==> src/rtl/mblt_pkg.sv <==
// mblt_pkg: shared types, widths and the yellow-pixel classifier for the line tracker.
// Latency: none (types and a combinational helper only).
// Backpressure: none.
package mblt_pkg;

  typedef enum logic [1:0] {
    ACCUM   = 2'd0,
    DIVIDE  = 2'd1,
    PUBLISH = 2'd2
  } state_t;

  localparam int CX_W  = 16;
  localparam int CNT_W = 16;
  localparam int SUM_W = 32;

  // Colour thresholds on the 4-bit channels of RGB444.
  localparam logic [3:0] Y_R_MIN = 4'd8;
  localparam logic [3:0] Y_G_MIN = 4'd8;
  localparam logic [3:0] Y_B_MAX = 4'd5;

  // Per-band accumulator: yellow pixel count and sum of their x positions.
  typedef struct packed {
    logic [CNT_W-1:0] cnt;
    logic [SUM_W-1:0] sum;
  } band_acc_t;

  function automatic logic is_yellow(input logic [11:0] rgb444);
    return (rgb444[11:8] >= Y_R_MIN) &&
           (rgb444[7:4]  >= Y_G_MIN) &&
           (rgb444[3:0]  <= Y_B_MAX);
  endfunction

endpackage

==> src/rtl/mblt_serial_div.sv <==
// mblt_serial_div: 32/16 restoring divider producing a 16-bit quotient.
// Latency: done pulses 17 cycles after start (1 load + 16 iterations).
// Backpressure: none; start always (re)loads, abort drops an in-flight divide.
//
// Ports: pclk/reset_n (sync active-low), start/abort controls, dividend/divisor
// operands sampled on start, busy while iterating, done one-cycle pulse,
// quotient valid from done until the next start. Divisor 0 yields quotient 0;
// a quotient that would not fit in 16 bits saturates to all ones.
module mblt_serial_div
  import mblt_pkg::*;
(
  input  logic             pclk,
  input  logic             reset_n,
  input  logic             start,
  input  logic             abort,
  input  logic [SUM_W-1:0] dividend,
  input  logic [CNT_W-1:0] divisor,
  output logic             busy,
  output logic             done,
  output logic [CX_W-1:0]  quotient
);

  localparam int ITER   = SUM_W - CNT_W;
  localparam int ITER_W = $clog2(ITER);

  logic [CNT_W-1:0]  rem;
  logic [ITER-1:0]   dlo;
  logic [CX_W-1:0]   quo;
  logic [CNT_W-1:0]  div_r;
  logic [ITER_W-1:0] iter;
  logic              div_zero;
  logic              div_ovf;

  logic [CNT_W:0]    rem_sh;
  logic [CNT_W:0]    rem_diff;
  logic              q_bit;
  logic [CNT_W-1:0]  rem_nxt;

  // One restoring step: shift the next dividend bit into the remainder and
  // subtract the divisor when it fits.
  always_comb begin
    rem_sh   = {rem, dlo[ITER-1]};
    rem_diff = rem_sh - {1'b0, div_r};
    q_bit    = (rem_sh >= {1'b0, div_r});
    rem_nxt  = q_bit ? rem_diff[CNT_W-1:0] : rem_sh[CNT_W-1:0];
  end

  always_ff @(posedge pclk) begin
    if (!reset_n) begin
      rem      <= '0;
      dlo      <= '0;
      quo      <= '0;
      div_r    <= '0;
      iter     <= '0;
      div_zero <= 1'b0;
      div_ovf  <= 1'b0;
      busy     <= 1'b0;
      done     <= 1'b0;
    end else begin
      done <= 1'b0;
      if (start) begin
        rem      <= dividend[SUM_W-1:ITER];
        dlo      <= dividend[ITER-1:0];
        div_r    <= divisor;
        quo      <= '0;
        iter     <= '0;
        div_zero <= (divisor == '0);
        // High half >= divisor means the quotient cannot fit in ITER bits.
        div_ovf  <= (dividend[SUM_W-1:ITER] >= divisor);
        busy     <= 1'b1;
      end else if (abort) begin
        busy <= 1'b0;
      end else if (busy) begin
        rem  <= rem_nxt;
        dlo  <= {dlo[ITER-2:0], 1'b0};
        quo  <= {quo[CX_W-2:0], q_bit};
        iter <= iter + ITER_W'(1);
        if (iter == ITER_W'(ITER - 1)) begin
          busy <= 1'b0;
          done <= 1'b1;
        end
      end
    end
  end

  assign quotient = div_zero ? '0 : (div_ovf ? '1 : quo);

endmodule

==> src/rtl/multi_band_line_tracker.sv <==
// multi_band_line_tracker: per-band yellow-line centroid, slope and lost flag from OV7670 video.
// Latency: frame_pulse N_BANDS*17+1 pclk cycles after the vsync rise that ends a frame.
// Backpressure: none; video is never stalled, a vsync during DIVIDE aborts and restarts.
//
// Ports: pclk, reset_n (sync active-low); video in: vsync, href, we, pix_rgb444.
// Results out (updated atomically with frame_pulse): band_cx, band_count, band_valid,
// slope, slope_valid, lost. overrun_cnt counts aborted divides (saturating).
// Build option: define MBLT_IIR_EN to low-pass each valid band centroid by SMOOTH_SHIFT.
module multi_band_line_tracker
  import mblt_pkg::*;
#(
  parameter int N_BANDS      = 4,
  parameter int BAND_LINES   = 20,
  parameter int IMG_WIDTH    = 320,
  parameter int IMG_HEIGHT   = 240,
  parameter int MIN_PIXELS   = 8,
  parameter int LOST_FRAMES  = 3,
  parameter int SMOOTH_SHIFT = 2
) (
  input  logic                     pclk,
  input  logic                     reset_n,
  input  logic                     vsync,
  input  logic                     href,
  input  logic                     we,
  input  logic [11:0]              pix_rgb444,
  output logic                     frame_pulse,
  output logic [CX_W*N_BANDS-1:0]  band_cx,
  output logic [CNT_W*N_BANDS-1:0] band_count,
  output logic [N_BANDS-1:0]       band_valid,
  output logic signed [CX_W:0]     slope,
  output logic                     slope_valid,
  output logic                     lost,
  output logic [7:0]               overrun_cnt
);

  localparam int               BW        = (N_BANDS > 1) ? $clog2(N_BANDS) : 1;
  localparam logic [BW-1:0]    LAST_BAND = BW'(N_BANDS - 1);
  localparam logic [CX_W-1:0]  X_LIM     = CX_W'(IMG_WIDTH);
  localparam logic [CNT_W-1:0] MIN_CNT   = CNT_W'(MIN_PIXELS);
  localparam logic [7:0]       LOST_MAX  = 8'(LOST_FRAMES);

  // Elaboration-time parameter sanity.
  if (N_BANDS < 1 || N_BANDS * BAND_LINES > IMG_HEIGHT) begin : g_bad_bands
    $error("bands do not fit in the frame");
  end
  if (IMG_WIDTH < 1 || IMG_WIDTH >= (1 << CX_W)) begin : g_bad_width
    $error("IMG_WIDTH out of range");
  end
  if (SMOOTH_SHIFT < 0 || SMOOTH_SHIFT > CX_W) begin : g_bad_shift
    $error("SMOOTH_SHIFT out of range");
  end
  if (LOST_FRAMES < 1 || LOST_FRAMES > 255 || MIN_PIXELS < 0) begin : g_bad_thresh
    $error("threshold parameter out of range");
  end

  // ---------------- video front end ----------------
  logic vsync_q, href_q;
  logic vsync_rise, href_rise, href_fall;
  logic [CX_W-1:0] x_cnt, x_cur;
  logic [15:0]     line_cnt;
  logic            pix_yellow;
  logic [N_BANDS-1:0] in_band;
  band_acc_t       live_acc [N_BANDS];

  assign vsync_rise = vsync & ~vsync_q;
  assign href_rise  = href & ~href_q;
  assign href_fall  = ~href & href_q;

  // A pixel arriving with the href rise is x=0, before the register clears.
  assign x_cur      = href_rise ? '0 : x_cnt;
  assign pix_yellow = we & href & (x_cur < X_LIM) & is_yellow(pix_rgb444);

  // Band k spans the BAND_LINES lines ending IMG_HEIGHT-1-k*BAND_LINES.
  always_comb begin
    int lo;
    in_band = '0;
    lo      = 0;
    for (int k = 0; k < N_BANDS; k++) begin
      lo         = IMG_HEIGHT - (k + 1) * BAND_LINES;
      in_band[k] = (int'(line_cnt) >= lo) && (int'(line_cnt) < lo + BAND_LINES);
    end
  end

  always_ff @(posedge pclk) begin
    if (!reset_n) begin
      vsync_q  <= 1'b0;
      href_q   <= 1'b0;
      x_cnt    <= '0;
      line_cnt <= '0;
      for (int k = 0; k < N_BANDS; k++) live_acc[k] <= '0;
    end else begin
      vsync_q <= vsync;
      href_q  <= href;

      if (we && href && (x_cur < X_LIM)) x_cnt <= x_cur + CX_W'(1);
      else                               x_cnt <= x_cur;

      if (vsync_rise)                          line_cnt <= '0;
      else if (href_fall && line_cnt != '1)    line_cnt <= line_cnt + 16'd1;

      // The vsync rise hands the totals to the shadows, so clear wins here.
      for (int k = 0; k < N_BANDS; k++) begin
        if (vsync_rise) begin
          live_acc[k] <= '0;
        end else if (pix_yellow && in_band[k]) begin
          live_acc[k].cnt <= live_acc[k].cnt + CNT_W'(1);
          live_acc[k].sum <= live_acc[k].sum + SUM_W'(x_cur);
        end
      end
    end
  end

  // ---------------- divide / publish ----------------
  state_t          state;
  logic [BW-1:0]   band, band_nxt;
  band_acc_t       shadow_acc [N_BANDS];
  logic [CX_W-1:0] q_reg      [N_BANDS];
  logic [CX_W-1:0] cx_r       [N_BANDS];
  logic [CNT_W-1:0] cnt_r     [N_BANDS];
  logic [7:0]      lost_cnt;

  logic             div_start, div_abort, div_busy, div_done;
  logic [SUM_W-1:0] div_dividend;
  logic [CNT_W-1:0] div_divisor;
  logic [CX_W-1:0]  div_quo;

  // Band 0 starts straight from the live totals in the vsync-rise cycle (the
  // same values landing in the shadows), which keeps each band at 17 cycles.
  always_comb begin
    band_nxt     = (band == LAST_BAND) ? band : band + BW'(1);
    div_abort    = vsync_rise && (state == DIVIDE);
    div_start    = 1'b0;
    div_dividend = shadow_acc[band_nxt].sum;
    div_divisor  = shadow_acc[band_nxt].cnt;
    if (vsync_rise) begin
      div_start    = 1'b1;
      div_dividend = live_acc[0].sum;
      div_divisor  = live_acc[0].cnt;
    end else if (state == DIVIDE && div_done && !div_busy && band != LAST_BAND) begin
      div_start = 1'b1;
    end
  end

  mblt_serial_div u_div (
    .pclk     (pclk),
    .reset_n  (reset_n),
    .start    (div_start),
    .abort    (div_abort),
    .dividend (div_dividend),
    .divisor  (div_divisor),
    .busy     (div_busy),
    .done     (div_done),
    .quotient (div_quo)
  );

  // Next-published values; the last band's quotient is taken straight off the divider.
  logic [CX_W-1:0]      q_sel   [N_BANDS];
  logic [CX_W-1:0]      new_cx  [N_BANDS];
  logic [N_BANDS-1:0]   new_valid;
  logic signed [CX_W:0] new_slope;
  logic [7:0]           new_lost_cnt;
`ifdef MBLT_IIR_EN
  logic signed [CX_W:0] iir_diff [N_BANDS];
  logic signed [CX_W:0] iir_sum  [N_BANDS];
`endif

  always_comb begin
    for (int k = 0; k < N_BANDS; k++) begin
`ifdef MBLT_IIR_EN
      iir_diff[k] = '0;
      iir_sum[k]  = '0;
`endif
      q_sel[k]     = (k == N_BANDS - 1) ? div_quo : q_reg[k];
      new_valid[k] = (shadow_acc[k].cnt >= MIN_CNT);
      new_cx[k]    = cx_r[k];
      if (new_valid[k]) begin
`ifdef MBLT_IIR_EN
        if (band_valid[k]) begin
          iir_diff[k] = $signed({1'b0, q_sel[k]}) - $signed({1'b0, cx_r[k]});
          iir_sum[k]  = $signed({1'b0, cx_r[k]}) + (iir_diff[k] >>> SMOOTH_SHIFT);
          new_cx[k]   = iir_sum[k][CX_W-1:0];
        end else begin
          new_cx[k] = q_sel[k];
        end
`else
        new_cx[k] = q_sel[k];
`endif
      end
    end
    new_slope = $signed({1'b0, new_cx[N_BANDS-1]}) - $signed({1'b0, new_cx[0]});
    if (new_valid == '0) new_lost_cnt = (lost_cnt >= LOST_MAX) ? LOST_MAX : lost_cnt + 8'd1;
    else                 new_lost_cnt = '0;
  end

  always_ff @(posedge pclk) begin
    if (!reset_n) begin
      state       <= ACCUM;
      band        <= '0;
      lost_cnt    <= '0;
      frame_pulse <= 1'b0;
      band_valid  <= '0;
      slope       <= '0;
      slope_valid <= 1'b0;
      lost        <= 1'b0;
      overrun_cnt <= '0;
      for (int k = 0; k < N_BANDS; k++) begin
        shadow_acc[k] <= '0;
        q_reg[k]      <= '0;
        cx_r[k]       <= '0;
        cnt_r[k]      <= '0;
      end
    end else begin
      frame_pulse <= 1'b0;
      if (vsync_rise) begin
        // Any vsync rise snapshots and restarts; mid-divide it is an overrun.
        for (int k = 0; k < N_BANDS; k++) shadow_acc[k] <= live_acc[k];
        state <= DIVIDE;
        band  <= '0;
        if (state == DIVIDE && overrun_cnt != 8'hFF) overrun_cnt <= overrun_cnt + 8'd1;
      end else begin
        case (state)
          ACCUM: state <= ACCUM;
          DIVIDE: begin
            if (div_done && !div_busy) begin
              q_reg[band] <= div_quo;
              if (band == LAST_BAND) begin
                for (int k = 0; k < N_BANDS; k++) begin
                  cx_r[k]  <= new_cx[k];
                  cnt_r[k] <= shadow_acc[k].cnt;
                end
                band_valid  <= new_valid;
                slope       <= new_slope;
                slope_valid <= new_valid[0] & new_valid[N_BANDS-1];
                lost_cnt    <= new_lost_cnt;
                lost        <= (new_lost_cnt == LOST_MAX);
                frame_pulse <= 1'b1;
                state       <= PUBLISH;
              end else begin
                band <= band + BW'(1);
              end
            end
          end
          PUBLISH: state <= ACCUM;
          default: state <= ACCUM;
        endcase
      end
    end
  end

  for (genvar k = 0; k < N_BANDS; k++) begin : g_pack
    assign band_cx[k*CX_W +: CX_W]     = cx_r[k];
    assign band_count[k*CNT_W +: CNT_W] = cnt_r[k];
  end

endmodule

==> config.mk <==
export PLATFORM = sky130hd
export DESIGN_NAME = multi_band_line_tracker
export DESIGN_NICKNAME = d
export VERILOG_FILES = /design/src/rtl/mblt_pkg.sv /design/src/rtl/mblt_serial_div.sv /design/src/rtl/multi_band_line_tracker.sv
export SDC_FILE = /design/constraint.sdc
export NUM_CORES = 1
export LEC_CHECK = 0
export ABC_AREA = 0
export BUFFER_PORTS_ARGS = -buffer_cell sky130_fd_sc_hd__buf_2
export CAP_MARGIN = 10
export CORE_ASPECT_RATIO = 0.5
export CORE_MARGIN = 5
export CORE_UTILIZATION = 47
export DETAILED_ROUTE_END_ITERATION = 6
export PLACE_DENSITY_LB_ADDON = 0.25
export SYNTH_ARGS = -nofsm -noshare
export SYNTH_HDL_FRONTEND = slang
export SYNTH_SLANG_ARGS = --single-unit
==> constraint.sdc <==
create_clock -name pclk -period 8.2 [get_ports pclk]
set_input_delay 1.23 -clock pclk [delete_from_list [all_inputs] [get_ports pclk]]
set_output_delay 1.23 -clock pclk [all_outputs]
set_load 0.02 [all_outputs]
; Word level (Yosys, flattened, before mapping)
; Memory sizes are Yosys's and may differ from the RTL's.
; Index checks and enable logic that the tools add are counted.
[totals]
ff_bits = 150
mem_bits_rw = 576
out_inout_bits = 160
word_cells = 236
n_memories = 5
[memory_table]
columns = memory, depth, word_bits, rd, rd_clocked_by_memory_dff, wr, line_no
row1 = live_acc, 4, 48, 4, 0, 4, multi_band_line_tracker.sv:63  ; band_acc_t live_acc [N_BANDS];
row2 = shadow_acc, 4, 48, 5, 0, 4, multi_band_line_tracker.sv:116  ; band_acc_t shadow_acc [N_BANDS];
row3 = cnt_r, 4, 16, 4, 0, 4, multi_band_line_tracker.sv:119  ; logic [CNT_W-1:0] cnt_r [N_BANDS];
row4 = cx_r, 4, 16, 4, 0, 4, multi_band_line_tracker.sv:118  ; logic [CX_W-1:0] cx_r [N_BANDS];
row5 = q_reg, 4, 16, 3, 0, 4, multi_band_line_tracker.sv:117  ; logic [CX_W-1:0] q_reg [N_BANDS];
[op_classes]
n_addsub = 16
order_cmp = 19
n_eq_ne = 10
n_mux = 89
bitwise_logic = 39
n_reduce_logical = 35
[ops]
columns = cell, count
row1 = 16-bit 2-to-1 mux, 29
row2 = 48-bit 2-to-1 mux, 8
row3 = 32-bit 2-to-1 mux, 5
row4 = 32-bit by 16-bit adder with 32-bit output, 4
row5 = "16-bit by 1-bit adder with 16-bit output, second input constant", 6
row6 = "16-bit by 4-bit greater-or-equal comparator with 1-bit output, second input constant", 4
row7 = "16-bit by 8-bit greater-or-equal comparator with 1-bit output, second input constant", 4
row8 = "16-bit by 8-bit less-than comparator with 1-bit output, second input constant", 4
row9 = 1-bit 2-to-1 mux, 43
row10 = 1-bit OR, 24
row11 = 1-bit logical AND, 19
row12 = 17-bit by 16-bit greater-or-equal comparator with 1-bit output, 1
row13 = 16-bit by 16-bit subtractor with 17-bit output, 1
row14 = "8-bit by 1-bit adder with 8-bit output, second input constant", 2
row15 = 16-bit greater-or-equal comparator, 1
row16 = 16-bit logical NOT, 1
row17 = "16-bit by 9-bit less-than comparator with 1-bit output, second input constant", 1
row18 = 8-bit 2-to-1 mux, 2
row19 = "16-bit != test, second input constant", 1
row20 = 16-bit OR reduction, 1
row21 = 16-bit subtractor, 1
row22 = 2-bit AND reduction, 6
row23 = "8-bit by 2-bit == test with 1-bit output, second input constant", 1
row24 = "4-bit greater-or-equal comparator, second input constant", 2
row25 = other kinds (21), 37

; Logic depth before layout (Yosys ltp)
; Gate-level depths: netlist of the first run.
[logic_depth]
depth_word = 12
mapped_depth = 18

; By module
; Synthesis of the first run repeated with hierarchy kept, for this count alone.
[unflattened]
cells_unflattened = 3270
area_unflattened_um2 = 34241.6
[by_module_without_submodules]
columns = module, n_inst, cells_each, area_per_inst_um2
row1 = multi_band_line_tracker, 1, 2645, 29630.9
row2 = mblt_serial_div, 1, 625, 4610.7

; Worst setup path before layout of the first run
; Ideal clock, no wire load.
[synth_timing]
path_kind = input to register
start = input port reset_n
end = memory shadow_acc[0][32] in the netlist's numbering (enable)
arrival_ns = 6.413
path_slack_ns = 1.200
cell_stages = 5
n_path_buf = 3
path_cell_list = clkbuf_1 and2_1 inv_1 clkbuf_1 clkbuf_1
[synth_rtl]
columns = item, line_no
row1 = start: declaration, multi_band_line_tracker.sv:21  ; input logic reset_n,
row2 = end: declaration, multi_band_line_tracker.sv:116

==> flow_summary.toml, run 1 <==
[status]
status = "finished, violations left"
violations = "DRC"

[placement]
io_buffer_count = 169
place_area_mm2 = 0.0353
place.gp.congestion = 0.873
dpl.hpwl_um = 53600
place_ws_ns = 2.60

[layout]
largest_reg_flops = 192
top_regs = "live_acc (192), shadow_acc (160)"
layout.area.seq_mm2 = 0.0189
num-fill-cells = 6218
drive_gt1_share_pct = 10.1
area_delta_synth_final_pct = 11.6
diodes = 0
multi_input_area_mm2 = 0.0138
nNetsFinal = 3374
top_register = "live_acc"
final_area_mm2 = 0.0374

[pwr]
p_total_mw = 7.85
internal_power_mw = 5.88
p_leak_nw = 14.9
sw_frac_of_total_pct = 25.0
ir_drop_v = 0.000165
seqPwrFrac_pct = 50.5
p_sw_mw = 1.97
powerDensity_mw_per_mm2 = 210
pwr-share-clk_pct = 38.9
comb_power_share_pct = 10.6

[worst_setup_path]
critPathCaptureType = "flop"
worst_ep_required_time_ns = 8.54
crit_chain = "buf_2 -> nand2_1 -> and2_1 -> ha_1 -> inv_1 -> fa_1 -> nor2b_1 -> o21ai_1 -> a21boi_0 -> o21ai_1 -> a21oi_1 -> a211o_1 -> a41oi_1 -> nor3b_1 -> xnor2_1 -> nor2_1"
cpLargestDelayFamily = "compound AO/OA/AOI/OAI gates"
crit_type = "in2reg"
cp_common_cell = "o21ai_1"
cp_max_fo = 24
cp.arrival_ns = 5.32
cp_slowest_stage_delay_ns = 0.49
startpoint_type = "primary input"
critPathBufInv = 2
slowest_stage = "nand2_1"

[timing]
clock_skew_ns = 0.0595
maxSlewViolCount = 0
fmax_mhz = 201
rsz0062_at_grt = "false"
fin_ws_ns = 3.22
worst_pin_slew_ns = 1.15
setup_viol = 0
min_period_ns = 4.98
hold_violations = 0
relSlewSlack_pct = 23.6
layout_worst_path_cycle_share_pct = 60.7
tns_ns = 0

[synth]
yosysUniqueCellTypes = 74
synth_seq_cells = 678
netlist_area_mm2 = 0.0335
synth.most_common_cell = "edfxtp_1"
synthArstFlopShare_pct = 0
ys_seq_area_share_pct = 56.2
synth.area.top_cells = "edfxtp_1 (47%), dfxtp_1 (9.0%), ha_1 (4.5%), nor2_1 (4.4%), and3_1 (4.1%)"
synth_nets = 3264
synth.top_cells.by_count = "edfxtp_1 (528), nor2_1 (394), nand2_1 (236), and3_1 (218), a21oi_1 (166)"
synth_edf_count = 528
post_synth.cell_area_avg_um2 = 10.7
synthCells = 3121
synth_ff_type = "edfxtp_1"
synth.largest_area_cell = "edfxtp_1"
yosys_warnings = 0
synth_top_area_share_pct = 47.3

[floorplanning]
die_x_um = 388
io_pins = 177
start_util_pct = 47.3
die_area_mm2 = 0.0771
rows = 69
coreArea_mm2 = 0.0709
die_y_um = 199

[job]
cap_violations = 0

[routing]
route.met2.wl_um = 37300
route.met3.wl_um = 3970
vias = 23300
final_antenna_net_count = 0
wl_met1_um = 36100
drt_iter0_drc = 1826
highest_layer = "met4"
drc = 1
vias_per_cell = 5.49
finalWirelength_um = 79100
routedWlPerCell_um = 18.6
dr.pass1.iters = 7

[grt]
grt_pass1_vias = 22400
grt_overflow = 0
grt_pass1_wl_um = 125000
grt_antenna_before_repair = 0
grt_max_degree = 115
grt_use_total_pct = 20.2

[worst_hold_path]
hp-class = "reg2reg"

[clock_network]
clk_latency_ns = 0.66
numCtsBuffers = 61
cts_buffer_depth = 3
htree_levels = 2
cts_tree = "done"
ctsResizeCount = 0
post_cts_buffers = 0
cts_root_buf = "clkbuf_16"
ctsHoldBuffers = 0
cts.clk_slew.worst_paths_ns = 0.07
cts.sinks = 678
-- worst paths after layout --
check	start	endpoint	slack, ns	cells after the start
worst max register to register	href_q	live_acc[1][30]	3.52	16
worst min-delay path	band_valid[0]	band_valid[0]	0.44	2
worst min register to register	band_valid[0]	band_valid[0]	0.44	2
worst max-delay path	href	live_acc[1][30]	3.22	16
-- per-layer routing --
| layer | up-vias | track usage (%) |
|---|---|---|
| li1 | 11400 | - |
| met1 | 11300 | 27.9 |
| met2 | 524 | 33.8 |
| met3 | 115 | 3.05 |
| met4 | 0 | 4.90 |
| met5 | - | 0 |
-- area by class of cell --
| type | count | share of cell area, % |
|---|---|---|
| Clock inverter | 32 | 1.05 |
| Clock buffer | 84 | 4.65 |
| Multi-Input combinational cell | 2205 | 36.9 |
| Tap cell | 958 | 3.20 |
| Inverter | 83 | 0.852 |
| Timing Repair Buffer | 202 | 2.93 |
| Sequential cell | 678 | 50.4 |
-- layout by cell type, fill, tap and decap left out, types with 14 or more instances in the layout --
cell type  instances
edfxtp_1         528
nor2_1           394
nand2_1          232
and3_1           218
buf_2            168
a21oi_1          165
and2_1           154
dfxtp_1          148
o21ai_0          132
ha_1             120
xor2_1            97
mux2i_1           92
xnor2_1           89
inv_1             80
nand3_1           70
clkbuf_16         66
nor3_1            47
nor2b_1           41
a211oi_1          41
a21o_1            34
buf_4             34
nand4_1           29
or3_1             27
o21bai_1          21
nand2b_1          20
o22ai_1           17
clkbuf_1          16
nor4_1            14
-- power groups by stage --
stage | sequential [mW] | clock, mW | combinational (mW)
floorplan | 4.04 | 0 | 0.584
global placement | 4.03 | 0 | 0.816
detailed placement | 4.04 | 0 | 0.830
CTS | 3.96 | 3.12 | 0.835
global route | 3.98 | 3.27 | 0.922
finish | 3.96 | 3.05 | 0.835
-- metrics by stage --
step	instances	hold slack, ns	utilization, %
after CTS	4242	0.447	52.8
after floorplan	3121	0.429	-
final	4242	0.445	52.8
after global placement	4126	0.432	49.8
after global routing	4242	0.474	52.8
after detailed placement	4126	0.436	49.8
-- kinds of logic after synthesis --
logic type,after synthesis,share of synthesized area (%)
buffers and inverters,238,2.69
xor gates and xnor gates,186,4.86
AOI/OAI and AO/OA,514,9.50
muxes,97,2.93
DFF,678,56.2
adders and majority gates,126,4.83
and+or+nand+nor,1282,19.0
-- worst register-to-register path: stages (launching register included) --
cell and delay (ns):
dfxtp_1 0.33, inv_1 0.08, nand2_1 0.49, and2_1 0.40, ha_1 0.23, inv_1 0.06
fa_1 0.40, nor2b_1 0.19, o21ai_1 0.12, a21boi_0 0.30, o21ai_1 0.19, a21oi_1 0.30
a211o_1 0.24, a41oi_1 0.45, nor3b_1 0.39, xnor2_1 0.15, nor2_1 0.05
No activity file was read; power rests on OpenSTA's default activity.
==> run 2: changes to the inputs <==
clock period = 4.7 ns   (was 8.2 ns; I/O delays follow)
==> run 2 against run 1 <==
Net effect:
- the flow now finishes without violations
- critical path type is now reg2reg
- critical endpoint is now slope[15]
- first-iteration DRC count increased by 9.7%
- hold slack got worse by 0.14 ns
- wire length increased by 1.7%
==> flow_summary.toml, run 2 (same netlist as run 1, synthesis figures left out) <==
[status]
status = "completed"

[timing]
rsz0062_at_grt = "false"
min_period_ns = 4.12
fmax_mhz = 243
tns_ns = 0
relSlewSlack_pct = 22.2
worst_pin_slew_ns = 1.17
hold_violations = 0
maxSlewViolCount = 0
layout_worst_path_cycle_share_pct = 87.7
setup_viol = 0
clock_skew_ns = 0.0470

[layout]
largest_reg_flops = 192
num-fill-cells = 6219
top_register = "live_acc"
layout_common_cells = "edfxtp_1 (528), nor2_1 (394), nand2_1 (232)"
diodes = 0
multi_input_area_mm2 = 0.0138
mostFrequentLayoutCell = "edfxtp_1"
fin_cells = 4269
area_delta_synth_final_pct = 12.4
top_regs = "live_acc (192), shadow_acc (160)"
nNetsFinal = 3405
drive_gt1_share_pct = 11.1
layout.area.seq_mm2 = 0.0189

[grt]
grt_antenna_before_repair = 0
grt_overflow = 0
grt_pass1_vias = 22600
grt_use_total_pct = 20.3
grt_max_degree = 112
grt_pass1_wl_um = 126000

[floorplanning]
die_y_um = 199
coreArea_mm2 = 0.0709
die_area_mm2 = 0.0771
rows = 69
io_pins = 177
die_x_um = 388
start_util_pct = 47.3

[clock_network]
ctsHoldBuffers = 0
cts_root_buf = "clkbuf_16"
numCtsBuffers = 61
cts_buffer_depth = 3
post_cts_buffers = 0
cts.sinks = 678
cts_tree = "done"
clk_latency_ns = 0.66
htree_levels = 2
cts.clk_slew.worst_paths_ns = 0.07
ctsResizeCount = 0

[worst_setup_path]
r2r_cells = 16
crit_type = "reg2reg"
cp.arrival_ns = 4.66
critPathCaptureType = "flop"
startpoint_type = "flop"
r2r-start = "shadow_acc[3][38]"
worst_ep_required_time_ns = 5.24
cp_max_fo = 8
timing.critical_path.from = "shadow_acc[3][38]"

[placement]
dp.cells = 4157
dpl.hpwl_um = 55400
place.gp.congestion = 0.875
io_buffer_count = 169

[routing]
drc = 0
routedWlPerCell_um = 18.8
vias_per_cell = 5.53
drt_iter0_drc = 2003
dr.pass1.iters = 5
vias = 23600
finalWirelength_um = 80500
final_antenna_net_count = 0

[pwr]
ir_drop_v = 0.000261
p_leak_nw = 15.1
powerDensity_mw_per_mm2 = 366

[worst_hold_path]
hp-class = "in2reg"
hold_depth = 2
min_from = "vsync"

[job]
cap_violations = 0
[run 2: cell types whose count changed in the layout (fill, tap and decap cells not counted), sizes merged]
cell	previous run	this run
buf	202	233
clkbuf	84	71
clkinvlp	5	4
bufinv	7	12
clkinv	18	23
[run 2: final timing paths]
check                   to  slack [ns]
min                vsync_q        0.30
max reg2reg      slope[15]        0.58
min reg2reg  band_valid[0]        0.44
max              slope[15]        0.58
[run 2: critical path, stage by stage, from the launching register on]
cell and delay [ns]:
edfxtp_1 0.42, nor4_1 0.31, and4_1 0.45, nor2_1 0.10, a21oi_1 0.27, inv_1 0.09, ha_1 0.30, nor2b_1 0.14
o31a_1 0.28, o211ai_1 0.25, a31oi_1 0.17, o21bai_1 0.23, a21oi_1 0.13, a41o_1 0.27, o41ai_1 0.33, xor2_1 0.19
o21ai_1 0.07
[run 2: metrics by stage]
step	power, mW	hold slack (ns)	setup WS, ns	instance area (um2)	utilization, %
floorplan	8.06	0.429	0.729	33500	-
finish	13.8	0.302	0.577	37700	53.2
CTS	13.9	0.262	0.590	37700	53.2
global route	14.4	0.281	0.222	37700	53.2
global placement	8.48	0.432	0.409	35600	50.2
detailed placement	8.52	0.433	0.360	35600	50.2
[run 2: report_power, final]
part	leakage [nW]	total (mW)	internal [mW]	switching, mW
clock	1.04	5.42	3.09	2.33
sequential	6.82	6.91	6.73	0.179
combinational	7.23	1.49	0.553	0.935
[run 2: final cells by class]
cell class | count | share of cell area [%]
clock buffers | 71 | 4.23
clock inverters | 41 | 1.44
inverters | 83 | 0.846
multi-input cells | 2205 | 36.7
flip-flops and latches | 678 | 50.0
well taps | 958 | 3.18
repair buffers | 233 | 3.59
[run 2: layer usage]
metal | GRT usage [%] | vias up | wire (um)
met5 | 0 | - | 0
met4 | 5.49 | 0 | 1920
met3 | 3.24 | 111 | 4230
met2 | 34.6 | 541 | 38300
met1 | 27.4 | 11500 | 36000
li1 | - | 11500 | -
